[config.mk]
export PLATFORM = sky130hd
export DESIGN_NAME = alu_share_arbiter
export DESIGN_NICKNAME = d
export VERILOG_FILES = /design/src/rtl/alu_share_arbiter.sv
export SDC_FILE = /design/constraint.sdc
export NUM_CORES = 1
export LEC_CHECK = 0
export ABC_CLOCK_PERIOD_IN_PS = 1900
export BUFFER_PORTS_ARGS = -buffer_cell sky130_fd_sc_hd__buf_2
export CORE_MARGIN = 4
export CORE_UTILIZATION = 34
export CTS_BUF_LIST = sky130_fd_sc_hd__clkbuf_2
export CTS_CLUSTER_DIAMETER = 50
export DETAILED_ROUTE_END_ITERATION = 16
export GPL_ROUTABILITY_DRIVEN = 0
export PLACE_DENSITY = 0.9
export SYNTH_ARGS = -nofsm -noshare
export SYNTH_HDL_FRONTEND = slang
export SYNTH_SLANG_ARGS = --single-unit
[constraint.sdc]
create_clock -name clk -period 1.9 [get_ports clk]
set_clock_uncertainty 0.2 [all_clocks]
set_input_delay 0.095 -clock clk [delete_from_list [all_inputs] [get_ports clk]]
set_output_delay 0.095 -clock clk [all_outputs]
set_load 0.01 [all_outputs]
[src/rtl/alu_share_arbiter.sv]
// Round-robin arbiter sharing one combinational 4-bit ALU between NUM_REQ requesters.
// Optional per-requester saturating grant counters are enabled by defining ALU_ARB_STATS_EN.
module alu_share_arbiter #(
    parameter int NUM_REQ = 2,
    parameter int ID_W    = 1
) (
    input  logic                 clk,
    input  logic                 rst,
    input  logic [NUM_REQ-1:0]   req_valid,
    output logic [NUM_REQ-1:0]   req_ready,
    input  logic [4*NUM_REQ-1:0] req_op,
    input  logic [4*NUM_REQ-1:0] req_a,
    input  logic [4*NUM_REQ-1:0] req_b,
    output logic                 rsp_valid,
    input  logic                 rsp_ready,
    output logic [ID_W-1:0]      rsp_id,
    output logic [3:0]           rsp_data,
    output logic [3:0]           alu_a,
    output logic [3:0]           alu_b,
    output logic [3:0]           alu_op,
    input  logic [3:0]           alu_result,
    output logic [8*NUM_REQ-1:0] grant_cnt
);

    typedef enum logic {IDLE, RESP} state_t;

    state_t          state;
    logic [ID_W-1:0] rr_ptr;
    logic [ID_W-1:0] scan_idx;
    logic [ID_W-1:0] grant_idx;
    logic            grant_valid;
    logic            can_issue;

    // Nothing is accepted while reset is high, or while a held result is not being taken.
    assign can_issue = !rst && ((state == IDLE) || rsp_ready);
    assign rsp_valid = (state == RESP);

    always_comb begin
        grant_valid = 1'b0;
        grant_idx   = '0;
        scan_idx    = rr_ptr;
        for (int k = 0; k < NUM_REQ; k++) begin
            scan_idx = (scan_idx == ID_W'(NUM_REQ - 1)) ? '0 : scan_idx + 1'b1;
            if (can_issue && !grant_valid && req_valid[scan_idx]) begin
                grant_valid = 1'b1;
                grant_idx   = scan_idx;
            end
        end
    end

    always_comb begin
        req_ready = '0;
        alu_a     = '0;
        alu_b     = '0;
        alu_op    = '0;
        if (grant_valid) begin
            req_ready[grant_idx] = 1'b1;
            alu_a  = req_a[{grant_idx, 2'b00} +: 4];
            alu_b  = req_b[{grant_idx, 2'b00} +: 4];
            alu_op = req_op[{grant_idx, 2'b00} +: 4];
        end
    end

    // rr_ptr starts at the last index so requester 0 wins the first contested grant.
    always_ff @(posedge clk) begin
        if (rst) begin
            state    <= IDLE;
            rsp_id   <= '0;
            rsp_data <= '0;
            rr_ptr   <= ID_W'(NUM_REQ - 1);
        end else if (grant_valid) begin
            state    <= RESP;
            rsp_id   <= grant_idx;
            rsp_data <= alu_result;
            rr_ptr   <= grant_idx;
        end else if ((state == RESP) && rsp_ready) begin
            state <= IDLE;
        end
    end

`ifdef ALU_ARB_STATS_EN
    logic [7:0] grant_cnt_q [NUM_REQ];

    always_ff @(posedge clk) begin
        for (int i = 0; i < NUM_REQ; i++) begin
            if (rst) begin
                grant_cnt_q[i] <= '0;
            end else if (grant_valid && (grant_idx == ID_W'(i)) && (grant_cnt_q[i] != 8'hFF)) begin
                grant_cnt_q[i] <= grant_cnt_q[i] + 8'd1;
            end
        end
    end

    always_comb begin
        grant_cnt = '0;
        for (int i = 0; i < NUM_REQ; i++) begin
            grant_cnt[8*i +: 8] = grant_cnt_q[i];
        end
    end
`else
    assign grant_cnt = '0;
`endif

endmodule

==> results of run 1 <==
[through the flow]
step	area [sq um]	total power [uW]	util	instances
floorplan	661	279	-	79
global placement	816	318	0.512	138
detailed placement	816	324	0.512	138
CTS	906	448	0.568	149
global route	932	483	0.585	151
finish	932	452	0.585	151
[critical path, delay by kind of cell]
kind,cells,cell delay (ns)
compound gates,2,0.34
buf+inv,4,1.10
[state kept, by name, summed over array words and instances, names as in the netlist]
signal	flops
rsp_valid	1
rsp_id	1
rsp_data	4
rr_ptr	1
[layout make-up]
class                      instances  area share
timing repair buffer              63       0.397
multi-input combinational         47       0.373
sequential                         7       0.152
tap                               24      0.0322
inverter                           6      0.0242
clock buffer                       4      0.0215
[kinds of logic (layout without fill, tap and decap cells)]
group,count (synthesis),count (layout),share of synthesized area
and+or+nand+nor,7,7,0.112
DFF,7,7,0.232
AOI/OAI and AO/OA,24,24,0.364
buffers and inverters,25,73,0.286
other,1,16,0.00621
[metal layers]
| metal | GRT usage | part of all wire | vias to the layer above |
|---|---|---|---|
| met2 | 0.280 | 0.54 | 55 |
| met4 | 0.0415 | 0 | 0 |
| met5 | 0 | 0 | - |
| li1 | - | - | 325 |
| met3 | 0.0680 | 0.15 | 0 |
| met1 | 0.129 | 0.32 | 294 |
[how the worst min path moves through the flow]
stage | from | endpoint | cells past startpoint | slack (ns)
CTS | req_valid[0] | rsp_id | 3 | 0.08
finish | req_valid[0] | rsp_id | 3 | 0.09
global route | req_valid[0] | rsp_id | 3 | 0.12
global placement | alu_result[1] | rsp_data[1] | 3 | 0.15
detailed placement | alu_result[2] | rsp_data[2] | 3 | 0.15
floorplan | rst | rsp_valid | 1 | -0.03
[cells in the final DEF, fill, tap and decap left out, types with 2 or more instances in the layout]
cell           count
clkbuf_2           4
inv_1              6
buf_2             51
a22o_2             9
nor2_1             2
conb_1            16
dfxtp_1            6
buf_4              3
o21ai_0            5
dlygate4sd3_1      7
a22o_1             3
o211ai_1           4
buf_6              2
[where the power goes]
group | leakage, uW | internal, uW | total, uW | switching [uW]
clock | 0.0000166 | 56.0 | 112 | 56.5
sequential | 0.0000577 | 158 | 165 | 6.99
combinational | 0.000457 | 88.9 | 175 | 85.7
total | 0.000531 | 302 | 452 | 149
[timing repair]
action	CTS	global route
hold buffers	7	0
endpoints found under the hold margin	6	0
resized for setup	0	6
buffers inserted	0	1
setup endpoints to repair	0	12
==> reports/metrics.csv, run 1 <==
stage,metric,value,unit
outcome,status,finished clean,
final_layout,drive_gt1_frac,0.598,
power_and_ir_drop,peakVddDrop,0.308,mV
synthesis,syn_avg_cell_area,9.44,sq um
floorplanning,initial_utilization,0.379,
timing,rsz0062_at_grt,false,
clock_network,cts_buffers,3,
final_layout,seq_area,141,sq um
synthesis,synth_edf_count,0,
setup_path,endpoint_kind,primary output,
global_route,grt_overflow,0,
synthesis,synth_area_leaders,"dfxtp_1, buf_4, a22o_2",
final_layout,fin_nets,161,
routing,viasPerCell,4.46,
final_layout,n_fill_cell,148,
synthesis,netlist_instances,64,
floorplanning,core_area,1590,sq um
timing,final.period_utilization,0.967,
setup_path,crit_chain,dlygate4sd3_1 > buf_6 > a2111oi_4 > buf_4 > a22o_1 > buf_2,
setup_path,reg2reg_to,rsp_valid,
floorplanning,dieHeight,50.2,um
final_layout,syn_to_final_growth,54.2,%
setup_path,cp_slowest_cell,dlygate4sd3_1,
routing,wl_per_cell,12.2,um
clock_network,insertion_delay,0.24,ns
routing,routed-via-count,674,
placed_design,dp_slack,0.337,ns
power_and_ir_drop,p_per_area,485,nW/um^2
synthesis,yosysWarnings,0,
synthesis,synth_top_area_cell,dfxtp_1,
timing,whs,0.0939,ns
synthesis,synth-seq-area-share,0.232,
flow_run,maxCapViolCount,0,
routing,drtAntennaViolNets,0,
floorplanning,die_w,50.2,um
timing,setup_violations,0,
setup_path,crit_end,alu_op[3],
timing,drv_slew,0,
synthesis,synthDistinctLibCells,18,
setup_path,startpoint,rst,
timing,max_freq,544,MHz
routing,remaining_drc_errors,0,
timing,finalHoldViolations,0,
routing,initialDrtViolationCount,8,
clock_network,numClockSinks,7,
global_route,grt_max_degree,16,
floorplanning,dieArea,2520,sq um
setup_path,crit_fanout,15,
clock_network,root_buffer,clkbuf_2,
global_route,grt_antenna_before_repair,0,
floorplanning,rows,14,
timing,period_needed,1.84,ns
worst_hold_path,hold_path.class,primary input to flip-flop,
placed_design,dp.final_hpwl,1420,um
setup_path,r2r_slack,0.16,ns
synthesis,ys_async_sr_fraction,0,
setup_path,crit_arrival,1.54,ns
clock_network,clk_path_buf_depth,2,
synthesis,yosysTopAreaCellShare,0.232,
setup_path,r2r_start,rsp_valid,
timing,finalWorstSetupSlack,0.0622,ns
synthesis,ys.flop_type,dfxtp_1,
routing,firstDrtPassIters,4,
power_and_ir_drop,leakage,0.000531,uW
synthesis,synth.cell_area,604,sq um
clock_network,clkTransAtPathRegs,0.07,ns
floorplanning,io_pins,69,
synthesis,synth_seq_cells,7,
setup_path,cpPeakStageDelay,0.57,ns
final_layout,diodes,0,
synthesis,ys_top_cells_by_count,"buf_4, a22o_2, dfxtp_1",
clock_network,cts_tree,built,
final_layout,multi_input_area,348,sq um
clock_network,htree_levels,1,
synthesis,yosysMostFrequentCell,buf_4,
setup_path,rr_worst_depth,5,
timing,setup_tns,0,ns
setup_path,start_kind,primary input,
global_route,grt_pass1_wl,2840,um
setup_path,critPathKind,primary input to primary output,
global_route,grt_usage,0.144,
routing,finalWirelength,1850,um
setup_path,cp.required,1.60,ns
placed_design,portBuffers,52,
global_route,grt_pass1_vias,655,
Note: power is estimated with default switching activity, not from simulation.
==> run 2, diff against run 1 <==
--- a/config.mk
+++ b/config.mk
@@ -5,15 +5,17 @@
 export SDC_FILE = /design/constraint.sdc
 export NUM_CORES = 1
 export LEC_CHECK = 0
+export ABC_AREA = 1
 export ABC_CLOCK_PERIOD_IN_PS = 1900
 export BUFFER_PORTS_ARGS = -buffer_cell sky130_fd_sc_hd__buf_2
+export CAP_MARGIN = 20
 export CORE_MARGIN = 4
-export CORE_UTILIZATION = 34
+export CORE_UTILIZATION = 36
 export CTS_BUF_LIST = sky130_fd_sc_hd__clkbuf_2
 export CTS_CLUSTER_DIAMETER = 50
 export DETAILED_ROUTE_END_ITERATION = 16
 export GPL_ROUTABILITY_DRIVEN = 0
-export PLACE_DENSITY = 0.9
+export PLACE_DENSITY = 0.91
 export SYNTH_ARGS = -nofsm -noshare
 export SYNTH_HDL_FRONTEND = slang
 export SYNTH_SLANG_ARGS = --single-unit
==> reports/metrics.csv, run 2 <==
stage,metric,value,unit
final_layout,syn_to_final_growth,39.2,%
setup_path,endpoint_kind,primary output,
global_route,use_met2,0.255,
timing,max_freq,572,MHz
setup_path,cp_slowest_cell,dlygate4sd3_1,
synthesis,ys_top_cells_by_count,"nand2_1, buf_4, nand4_1",
setup_path,rr_worst_depth,4,
final_layout,top_register,rsp_data,
clock_network,clk_path_buf_depth,2,
global_route,grt_pass1_wl,2930,um
synthesis,synth.cell_area,671,sq um
synthesis,yosysWarnings,0,
power_and_ir_drop,peakVddDrop,0.311,mV
setup_path,critPathKind,primary input to primary output,
clock_network,postCtsSetupRepairBufs,0,
routing,finalWirelength,1910,um
synthesis,netlist_instances,95,
final_layout,largest_reg_flops,4,
final_layout,final_common_cell,buf_2,
timing,setup_violations,0,
setup_path,start_kind,primary input,
synthesis,ys_async_sr_fraction,0,
floorplanning,die_w,51.2,um
clock_network,cts_buffers,3,
flow_run,maxCapViolCount,0,
setup_path,startpoint,rst,
clock_network,cts_tree,built,
routing,routed-via-count,787,
floorplanning,core_area,1750,sq um
synthesis,synth_edf_count,0,
placed_design,dp.final_hpwl,1490,um
floorplanning,io_pins,69,
routing,drtAntennaViolNets,0,
final_layout,final_cell_mix,"buf_2, nand2_1, conb_1",
final_layout,n_fill_cell,181,
routing,firstDrtPassIters,4,
floorplanning,rows,15,
placed_design,place_area,851,sq um
clock_network,numClockSinks,7,
timing,final.period_utilization,0.920,
timing,setup_tns,0,ns
synthesis,synthDistinctLibCells,18,
worst_hold_path,hold_depth,3,
synthesis,yosysMostFrequentCell,nand2_1,
final_layout,fin_nets,186,
clock_network,root_buffer,clkbuf_2,
setup_path,critPathTopFamily,buffers and inverters,
final_layout,drive_gt1_frac,0.447,
floorplanning,initial_utilization,0.384,
floorplanning,dieArea,2620,sq um
final_layout,final_cell_area,933,sq um
clock_network,clkTransAtPathRegs,0.07,ns
synthesis,ys.flop_type,dfxtp_1,
global_route,grt_util_met1,0.158,
setup_path,cp.required,1.60,ns
setup_path,cpPeakStageDelay,0.53,ns
synthesis,synth-seq-area-share,0.209,
worst_hold_path,worstHoldStart,req_valid[1],
timing,drv_slew,0,
final_layout,seq_area,140,sq um
global_route,grt_pass1_vias,732,
final_layout,multi_input_area,392,sq um
setup_path,crit_fanout,14,
routing,viasPerCell,4.45,
worst_hold_path,hold_path.class,primary input to flip-flop,
setup_path,crit_chain,dlygate4sd3_1 > buf_2 > inv_4 > nand4_4 > inv_4 > nand2_1 > nand2_1 > buf_2,
setup_path,r2r_start,rsp_valid,
synthesis,synth_seq_cells,7,
synthesis,synth_area_leaders,"dfxtp_1, buf_4, nand2_1",
synthesis,syn_avg_cell_area,7.06,sq um
power_and_ir_drop,p_per_area,500,nW/um^2
global_route,busiest_layer,met2,
floorplanning,dieHeight,51.2,um
setup_path,crit_arrival,1.45,ns
outcome,status,finished clean,
global_route,grt_usage,0.144,
routing,wl_per_cell,10.8,um
synthesis,synth_top_area_cell,dfxtp_1,
placed_design,portBuffers,52,
power_and_ir_drop,leakage,0.000590,uW
global_route,grt_max_degree,18,
routing,remaining_drc_errors,0,
clock_network,htree_levels,1,
timing,period_needed,1.75,ns
synthesis,yosysTopAreaCellShare,0.209,
global_route,grt_antenna_before_repair,0,
global_route,grt_overflow,0,
setup_path,worst-path-stages,8,
timing,finalHoldViolations,0,
setup_path,critPathBufInv,5,
clock_network,insertion_delay,0.24,ns
routing,initialDrtViolationCount,6,
timing,rsz0062_at_grt,false,
final_layout,diodes,0,
global_route,gr-usage-met3,0.0262,
## run 2: cell types whose count changed after synthesis, moves of 5 or more
cell,before,now
nand2_1,0,28
nand4_1,0,12
a22o_2,9,0
nand3_1,0,9
nand2_2,0,5
o21ai_0,5,0
## run 2: worst reg2reg max path, stage by stage (launching register included)
cell,delay [ns]
dfxtp_1,0.38
nand2_4,0.10
nand3_4,0.12
a21oi_1,0.07
dlygate4sd3_1,0.56
## run 2: final cells by class
class,instances,area share
sequential,7,0.150
inverter,6,0.0322
tap,25,0.0335
timing repair buffer,58,0.343
multi-input combinational,77,0.420
clock buffer,4,0.0214
## run 2: timing repair
item,CTS,global route
hold buffers,6,0
resized for setup,0,1
hold endpoints to repair,7,0
endpoints found under the setup margin,0,10
## run 2: metal layers
metal | share of wire | vias to the layer above
met4 | 0.015 | 0
met2 | 0.49 | 45
met1 | 0.38 | 344
li1 | - | 395
met3 | 0.12 | 3
met5 | 0 | -
## run 2: power by group
group	switching [uW]	internal, uW
Combinational	109	77.2
Sequential	6.97	159
Clock	59.1	56.0
## run 2: through the flow
stage | hold WS, ns | std cells | util | total power [uW] | setup slack, ns
2_1_floorplan | -0.0359 | 110 | - | 302 | 0.672
3_3_place_gp | 0.112 | 167 | 0.487 | 340 | 0.600
3_5_place_dp | 0.123 | 167 | 0.487 | 345 | 0.556
4_1_cts | 0.00634 | 177 | 0.533 | 470 | 0.105
5_1_grt | 0.00274 | 177 | 0.535 | 502 | 0.0363
6_report | 0.0128 | 177 | 0.535 | 467 | 0.151
## run 2: path summary, 6_finish.rpt
kind                     to  slack [ns]
hold / removal       rsp_id        0.01
setup reg to reg  rsp_valid        0.36
setup / recovery   alu_b[3]        0.15
hold reg to reg      rsp_id        0.27
## run 2: logic make-up after synthesis
kind of cell           count (synthesis)  share of synthesized area
and+or+nand+nor                       59                      0.479
buffers and inverters                 26                      0.291
DFF                                    7                      0.209
AOI/OAI and AO/OA                      2                     0.0149
other                                  1                    0.00559
